## src/rtl/c_cond_merge_pkg.sv

```systemverilog
// Shared types and helpers for the conditional merge (c_cond_merge).
// Contents: FSM state enum, select-width derivation, default watchdog limit.
package cmerge_pkg;

    typedef enum logic {
        IDLE = 1'b0,
        WAIT = 1'b1
    } state_t;

    localparam int unsigned TIMEOUT_DEFAULT = 255;

    // Width of an index that can address n sources (at least one bit).
    function automatic int unsigned sel_width(input int unsigned n);
        return (n < 2) ? 32'd1 : 32'($clog2(n));
    endfunction

endpackage

```

## src/rtl/c_rr_pick.sv

```systemverilog
// Combinational round-robin picker.
// Ports:
//   req : request vector, one bit per source
//   ptr : index of the most recently served source
//   any : at least one request is set
//   idx : first set request scanning ptr+1, ptr+2, ... modulo NUM_IN
module c_rr_pick
    import cmerge_pkg::*;
#(
    parameter  int unsigned NUM_IN = 5,
    localparam int unsigned SELW   = sel_width(NUM_IN)
) (
    input  logic [NUM_IN-1:0] req,
    input  logic [SELW-1:0]   ptr,
    output logic              any,
    output logic [SELW-1:0]   idx
);

    always_comb begin
        any = |req;
        idx = '0;
        // Walk the ring from farthest to nearest so the entry just after ptr wins.
        for (int unsigned k = NUM_IN; k >= 1; k--) begin
            if (req[SELW'((32'(ptr) + k) % NUM_IN)]) begin
                idx = SELW'((32'(ptr) + k) % NUM_IN);
            end
        end
    end

endmodule

```

## src/rtl/c_cond_merge.sv

```systemverilog
// Clocked N-to-1 round-robin merge for the drive/free micropipeline protocol.
// Ports:
//   i_clk, i_rst  : clock, synchronous active-high reset
//   i_drive       : per-source drive events
//   o_free        : one-cycle free pulse back to the granted source
//   o_driveNext   : one-cycle drive pulse downstream
//   i_freeNext    : downstream free events
//   o_sel         : granted source index (for the downstream data mux)
//   o_busy        : high while a transaction is outstanding (WAIT)
//   o_err         : sticky protocol-error flag
//   o_timeout     : sticky watchdog flag
// Optional macro CMERGE_TIMEOUT_EN enables a WAIT watchdog of TIMEOUT cycles;
// without it o_timeout is tied low and WAIT lasts until i_freeNext.
module c_cond_merge
    import cmerge_pkg::*;
#(
    parameter  int unsigned NUM_IN  = 5,
    parameter  int unsigned TIMEOUT = TIMEOUT_DEFAULT,
    localparam int unsigned SELW    = sel_width(NUM_IN)
) (
    input  logic              i_clk,
    input  logic              i_rst,
    input  logic [NUM_IN-1:0] i_drive,
    output logic [NUM_IN-1:0] o_free,
    output logic              o_driveNext,
    input  logic              i_freeNext,
    output logic [SELW-1:0]   o_sel,
    output logic              o_busy,
    output logic              o_err,
    output logic              o_timeout
);

    // Elaboration-time parameter range guards.
    if (NUM_IN < 2 || NUM_IN > 16) begin : g_bad_num_in
        $error("c_cond_merge: NUM_IN must be in 2..16");
    end
    if (TIMEOUT < 1 || TIMEOUT > 65535) begin : g_bad_timeout
        $error("c_cond_merge: TIMEOUT must be in 1..65535");
    end

    state_t            state_q, state_d;
    logic [NUM_IN-1:0] pending_q, pending_d;
    logic [SELW-1:0]   ptr_q, ptr_d;
    logic [SELW-1:0]   sel_q, sel_d;
    logic              drive_q, drive_d;
    logic [NUM_IN-1:0] free_q, free_d;
    logic              err_q, err_d;
    logic              pick_any;
    logic [SELW-1:0]   pick_idx;

`ifdef CMERGE_TIMEOUT_EN
    localparam int unsigned TW = (TIMEOUT < 256) ? 8 : 16;
    logic [TW-1:0] tmr_q, tmr_d;
    logic          tout_q, tout_d;
`endif

    c_rr_pick #(
        .NUM_IN (NUM_IN)
    ) u_pick (
        .req (pending_q),
        .ptr (ptr_q),
        .any (pick_any),
        .idx (pick_idx)
    );

    // Next-state and output decode.
    always_comb begin
        state_d   = state_q;
        pending_d = pending_q | i_drive;
        ptr_d     = ptr_q;
        sel_d     = sel_q;
        drive_d   = 1'b0;
        free_d    = '0;
        // A drive onto an already pending source is dropped and flagged.
        err_d     = err_q | (|(i_drive & pending_q));
`ifdef CMERGE_TIMEOUT_EN
        tmr_d     = tmr_q;
        tout_d    = tout_q;
`endif
        case (state_q)
            IDLE: begin
                if (i_freeNext) begin
                    err_d = 1'b1;
                end
                // Hold off the grant while the previous free is on the wire,
                // keeping drive pulses at least three cycles apart.
                if (pick_any && !(|free_q)) begin
                    sel_d   = pick_idx;
                    drive_d = 1'b1;
                    state_d = WAIT;
`ifdef CMERGE_TIMEOUT_EN
                    tmr_d   = '0;
`endif
                end
            end
            WAIT: begin
                if (i_freeNext) begin
                    free_d[sel_q]    = 1'b1;
                    pending_d[sel_q] = 1'b0;
                    ptr_d            = sel_q;
                    state_d          = IDLE;
                end
`ifdef CMERGE_TIMEOUT_EN
                else if (tmr_q == TW'(TIMEOUT - 1)) begin
                    // Abandon the stalled grant without freeing the source.
                    tout_d           = 1'b1;
                    pending_d[sel_q] = 1'b0;
                    ptr_d            = sel_q;
                    state_d          = IDLE;
                end else begin
                    tmr_d = tmr_q + TW'(1);
                end
`endif
            end
            default: begin
                state_d = IDLE;
            end
        endcase
    end

    // State register.
    always_ff @(posedge i_clk) begin
        if (i_rst) begin
            state_q   <= IDLE;
            pending_q <= '0;
            ptr_q     <= SELW'(NUM_IN - 1);
            sel_q     <= '0;
            drive_q   <= 1'b0;
            free_q    <= '0;
            err_q     <= 1'b0;
        end else begin
            state_q   <= state_d;
            pending_q <= pending_d;
            ptr_q     <= ptr_d;
            sel_q     <= sel_d;
            drive_q   <= drive_d;
            free_q    <= free_d;
            err_q     <= err_d;
        end
    end

`ifdef CMERGE_TIMEOUT_EN
    // Watchdog registers.
    always_ff @(posedge i_clk) begin
        if (i_rst) begin
            tmr_q  <= '0;
            tout_q <= 1'b0;
        end else begin
            tmr_q  <= tmr_d;
            tout_q <= tout_d;
        end
    end
    assign o_timeout = tout_q;
`else
    assign o_timeout = 1'b0;
`endif

    assign o_free      = free_q;
    assign o_driveNext = drive_q;
    assign o_sel       = sel_q;
    assign o_busy      = (state_q == WAIT);
    assign o_err       = err_q;

endmodule
```

## config.mk

```make
export PLATFORM = sky130hd
export DESIGN_NAME = c_cond_merge
export DESIGN_NICKNAME = d
export VERILOG_FILES = /design/src/rtl/c_cond_merge_pkg.sv /design/src/rtl/c_rr_pick.sv /design/src/rtl/c_cond_merge.sv
export SDC_FILE = /design/constraint.sdc
export NUM_CORES = 1
export LEC_CHECK = 0
export ABC_AREA = 1
export CORE_ASPECT_RATIO = 0.5
export CORE_MARGIN = 2
export CORE_UTILIZATION = 60
export CTS_BUF_LIST = sky130_fd_sc_hd__clkbuf_8
export CTS_CLUSTER_SIZE = 10
export DETAILED_ROUTE_END_ITERATION = 8
export GPL_ROUTABILITY_DRIVEN = 0
export HOLD_SLACK_MARGIN = 0.15
export PLACE_DENSITY = 0.89
export SYNTH_ARGS = -nofsm -noshare
export SYNTH_HDL_FRONTEND = slang
export SYNTH_SLANG_ARGS = --single-unit
```

## constraint.sdc

```tcl
create_clock -name i_clk -period 4 [get_ports i_clk]
set_input_delay 0.8 -clock i_clk [delete_from_list [all_inputs] [get_ports i_clk]]
set_output_delay 0.8 -clock i_clk [all_outputs]
set_load 0.1 [all_outputs]
```

=== Word level (Yosys, flattened, before mapping) ===
Index checks and enable logic that the tools add are counted.

* $add $sub $neg: 5
* $mul: 0
* Divide/modulo/power cells: 5
* Magnitude comparators: 7
* Equality and inequality tests: 0
* Shift-type cells: 0
* Mux-type cells: 24
* Bitwise gates (word level): 7
* Reduce and logical (&&, ||, !) cells: 10

{| class="wikitable"
|+ Operators by type and width
! cell !! count
|-
| 32-bit by 3-bit remainder unit with 32-bit output, second input constant || 5
|-
| 3-bit by 4-bit less-than comparator with 1-bit output, second input constant || 6
|-
| 1-bit binary-select mux with 3-bit select || 5
|-
| 3-bit 2-to-1 mux || 5
|-
| 5-bit OR reduction || 3
|-
| 5-bit bitwise AND || 2
|-
| 1-bit 2-to-1 mux || 10
|-
| 5-bit 2-to-1 mux || 2
|-
| 3-bit by 2-bit adder with 4-bit output, second input constant || 2
|-
| 3-bit by 3-bit adder with 4-bit output, second input constant || 2
|-
| 5-bit inverter || 1
|-
| 5-bit OR || 1
|-
| 3-bit by 1-bit adder with 4-bit output, second input constant || 1
|-
| 2-bit AND reduction || 2
|-
| 1-bit demux with 3-bit select || 1
|-
| 3-bit by 1-bit >= comparator with 1-bit output, second input constant || 1
|-
| 3-bit OR reduction || 1
|-
| 1-bit logical AND || 2
|-
| 1-bit inverter || 2
|-
| 1-bit case mux with 2 select lines || 1
|-
| 2-bit OR reduction || 1
|-
| 1-bit zero test || 1
|-
| 1-bit OR || 1
|}

* Flip-flop bits (word level): 19
* Latch bits: 0
* RAM bits: 0
* Memory bits (read-only): 0
* Input bits: 8
* Output and inout bits: 12
* Logic and storage cells: 65
* Memories: 0

=== Logic depth before layout (Yosys ltp) ===
* Depth after elaboration: 9
* Mapped depth: 28
* Mapped depth without buffers: 28

=== Hierarchy ===
A second synthesis with hierarchy kept.

* Cell total of the unflattened synthesis: 382
* Area, all modules: 2394.8 sq um

{| class="wikitable"
|+ By module, submodules not included
! module !! times used !! cells an instance !! area an instance (sq um) !! seq. area each (sq um)
|-
| c_rr_pick || 1 || 284 || 1612.8 || 0.0
|-
| c_cond_merge || 1 || 98 || 782.0 || 380.4
|}

=== Worst setup path after synthesis ===
No wires, ideal clock.

* Path type: register -> register
* Start: register ptr_q[0]
* End: register sel_q[0] (netlist: o_sel[0])
* Library setup time: 0.118 ns
* Data arrival time: 3.409 ns
* Required time: 3.882 ns
* Slack: 0.474 ns
* Cell stages (with the launch flop): 26
* Path buffers: 0
* Period minus slack after synthesis: 3.526 ns
* Cells stage by stage: dfxtp_1 > inv_2 > ha_1 > inv_1 > ha_1 > nor2_1 > nand2_2 > nand2_2 > xor2_2 > ha_1 > inv_1 > or2_2 > nand3_2 > nand3_1 > nand2_1 > nand2_1 > nand3_1 > nand2_1 > nand2_1 > nand2_1 > inv_2 > nand3_1 > nand2_1 > nand2_1 > a21oi_1 > nor2_1

* Cells in the longest elaborated chain, start to end: 9
* Elaborated cells on any way between the ends: 25
* Those cells by class: 5 x add/sub; 5 x div; 15 x mux

{| class="wikitable"
|+ Ends and longest elaborated chain
! item !! line !! RTL
|-
| from (decl) || c_cond_merge.sv:43 || <nowiki>logic [SELW-1:0] ptr_q, ptr_d;</nowiki>
|-
| from (signal assigned) || c_cond_merge.sv:126 || <nowiki>ptr_q <= SELW'(NUM_IN - 1);</nowiki>
|-
| from (signal assigned) || c_cond_merge.sv:134 || <nowiki>ptr_q <= ptr_d;</nowiki>
|-
| 3-bit by 3-bit adder with 4-bit output || c_rr_pick.sv:24, c_rr_pick.sv:25 ||
|-
| 32-bit by 3-bit remainder unit with 32-bit output || c_rr_pick.sv:24, c_rr_pick.sv:25 ||
|-
| 1-bit binary-select mux with 3-bit select || c_rr_pick.sv:24 || <nowiki>if (req[SELW'((32'(ptr) + k) % NUM_IN)]) begin</nowiki>
|-
| 1-bit 2-to-1 mux (implied by the code) || c_rr_pick.sv:24 ||
|-
| 3-bit 2-to-1 mux (4 in series) || c_rr_pick.sv:24 ||
|-
| 3-bit 2-to-1 mux (*) || c_rr_pick.sv:24 ||
|-
| to (signal assigned) || c_cond_merge.sv:135 || <nowiki>sel_q <= sel_d;</nowiki>
|-
| to (decl) || c_cond_merge.sv:44 || <nowiki>logic [SELW-1:0] sel_q, sel_d;</nowiki>
|}

Every way passes the cells marked *; elsewhere a longest branch is shown, timed or not. The select of a mux whose other input is x is not followed.
A chain may end at the register's enable or synchronous reset.

=== Worst setup path after layout ===
Same ends and word-level chain as after synthesis.

==> results.toml <==
[outcome]
outcome = "finished, final reports clean"

[timing]
rsz0062_at_grt = "false"
slew_headroom = 0.345
max_clock_freq_mhz = 276
setup_viol = 0
period_share = 0.906
fin_tns_setup_ns = 0
min_period_ns = 3.62
maxSlewViolCount = 0
hold_viol = 0
fin_skew_ns = 0.00109
tightest_slew_ns = 0.979

[logic_synthesis]
syn_area_per_cell_um2 = 6.44
synth_top_area_frac = 0.171
yosys.area.top_type = "dfxtp_1"
yosysWarnings = 0
ys_ff_latch = 19
ys_seq_area_frac = 0.171
synth.area.top_cells = "dfxtp_1 17%, nand2_1 16%, ha_1 16%"
synth.cell_area_um2 = 2220
yosysUniqueCellTypes = 39
synthCells = 345
syn_nets = 382

[layout]
finalNonFillerCells = 416
diodes = 0
fillers = 293
layout_commonest_cell = "nand2_1"
seq_area_um2 = 383
utilization = 0.722
final_cell_mix = "97 x nand2_1, 47 x inv_1, 42 x nand3_1"
multi_input_area_um2 = 1620
drive_gt1_frac = 0.115
nNetsFinal = 403
area_growth_pct = 13.3

[detailed_routing]
avgRoutedWirePerCell_um = 13.0
wl_met2_um = 2470
wl_met3_um = 302
firstDrtPassIters = 4
drtIter0Drc = 131
met1_length_um = 2530
maxUsedRoutingLayer = "met4"
wl_um = 5390
route.vias.total = 2295
ant_nets = 0
vias_per_cell = 5.52
drc = 0

[floorplanning]
fp-row-count = 15
die_h_um = 47.0
coreArea_um2 = 3490
ios = 20
die_w_um = 90.1
dieArea_um2 = 4240
initial_core_util = 0.637

[hold_path]
worstHoldStart = "o_busy"
worst_hold_path.endpoint = "o_busy"
min_delay_path_depth = 2
hp-class = "flop to flop"

[place]
hpwl_um = 4210
dp.cells = 412
port_buffers = 18

[setup_path]
r2r_cells = 25
r2r-end = "o_sel[0]"
reg2reg_setup_slack_ns = 0.38
worstSetupPathType = "flop to flop"
cp_slowest_cell = "dfxtp_2"
worstReg2RegStart = "ptr_q[0]"
start_kind = "flop"
slowest_delay_ns = 0.43
cp.required_ns = 4.16
arrival_ns = 3.78
cp_max_fo = 11
cpMostUsedCell = "nand2_1"
end_kind = "flop"

[global_route]
grt_pass1_wl_um = 9110
grt-ovfl-total = 0
grt_pass1_vias = 2143
gr-usage-all-layers = 0.264
grt_max_degree = 13
antenna_found_initial = 0

[power]
leakagePower_nw = 1.30
powerDensity_nw_per_um2 = 561
peakVddDrop_mv = 0.610
switching_power_uw = 798
power_frac_clock = 0.097
p_int_uw = 615
p_seq_frac = 0.188
switching_share = 0.565
p_comb_frac = 0.716

[clock_tree]
clock_latency_ns = 0.26
cts_resized = 0
clockBufferDepth = 2
root_buffer = "clkbuf_8"
post_cts_buffers = 0
cts_tree = "yes"
cts_buffers = 3
h-tree-depth = 1
clkTransAtPathRegs_ns = 0.07
hold_buffers = 0
clock-sinks = 19

[job]
maxCapViolCount = 0
## critical path, delay by kind of cell, from the launching register on
| family | cells | cell delay [ns] |
|---|---|---|
| simple gates | 16 | 1.62 |
| fa+ha+maj | 3 | 0.69 |
| flops | 1 | 0.43 |
| xor+xnor | 2 | 0.41 |
| buf+inv | 3 | 0.26 |
| compound gates | 1 | 0.11 |
## final cells by class
type / instances / share of cell area
clock inverters: 1 / 0.00199
clock buffers: 3 / 0.0164
flip-flops and latches: 19 / 0.152
multi-input cells: 267 / 0.641
inverters: 53 / 0.0799
repair buffers: 22 / 0.0834
well taps: 51 / 0.0253
## cells in the mapped netlist, drive strengths merged
cell type  instances
nand2            108
inv               53
nand3             46
ha                28
dfxtp             19
nor2              19
o21ai             19
a21oi             11
xor2               7
clkbuf             4
nand3b             4
nor4               4
or2                4
nand4              3
o211ai             3
a31oi              2
buf                2
nor3               2
a211oi             1
a221oi             1
a41oi              1
conb               1
fa                 1
o211a              1
o31ai              1
## logic make-up after synthesis
group / count (synthesis) / synth area share
xor gates and xnor gates: 7 / 0.0428
DFF: 19 / 0.171
other: 1 / 0.00169
adders and majority gates: 29 / 0.167
buffers and inverters: 59 / 0.106
AOI/OAI and AO/OA: 40 / 0.111
and+or+nand+nor: 190 / 0.401
## power groups by stage
| stage | clock (mW) | combinational, mW | sequential [mW] |
|---|---|---|---|
| floorplan | 0 | 0.684 | 0.370 |
| global placement | 0 | 0.955 | 0.264 |
| detailed placement | 0 | 0.987 | 0.265 |
| CTS | 0.134 | 0.993 | 0.261 |
| global route | 0.141 | 1.14 | 0.268 |
| finish | 0.137 | 1.01 | 0.265 |
## how the worst max path moves through the flow
stage / start / endpoint / slack [ns] / cells after the start
after global routing: ptr_q[0] / o_sel[0] / 0.02 / 25
after CTS: ptr_q[1] / o_sel[0] / 0.19 / 25
after floorplan: ptr_q[0] / o_sel[0] / 0.47 / 25
after detailed placement: ptr_q[1] / o_sel[0] / 0.22 / 25
final: ptr_q[0] / o_sel[0] / 0.38 / 25
after global placement: ptr_q[1] / o_sel[0] / 0.28 / 25
## per-layer routing
metal | GRT usage | vias to the layer above
met5 | 0 | -
met4 | 0.0615 | 0
met3 | 0.0177 | 12
met2 | 0.517 | 90
met1 | 0.337 | 1039
li1 | - | 1154
## stage by stage
step	total power, mW	hold slack, ns	instance area, µm²	worst slack [ns]
floorplan	1.05	0.506	2220	0.474
global placement	1.22	0.511	2460	0.279
detailed placement	1.25	0.524	2460	0.217
CTS	1.39	0.542	2510	0.194
global route	1.55	0.602	2520	0.0215
finish	1.41	0.557	2520	0.375
## sequential cells by signal, summed over array words and instances (netlist names)
register / cells
pending_q: 5
ptr_q: 3
o_free: 5
o_sel: 3
o_err: 1
o_busy: 1
o_driveNext: 1
Power figures use the tool's default switching activity.
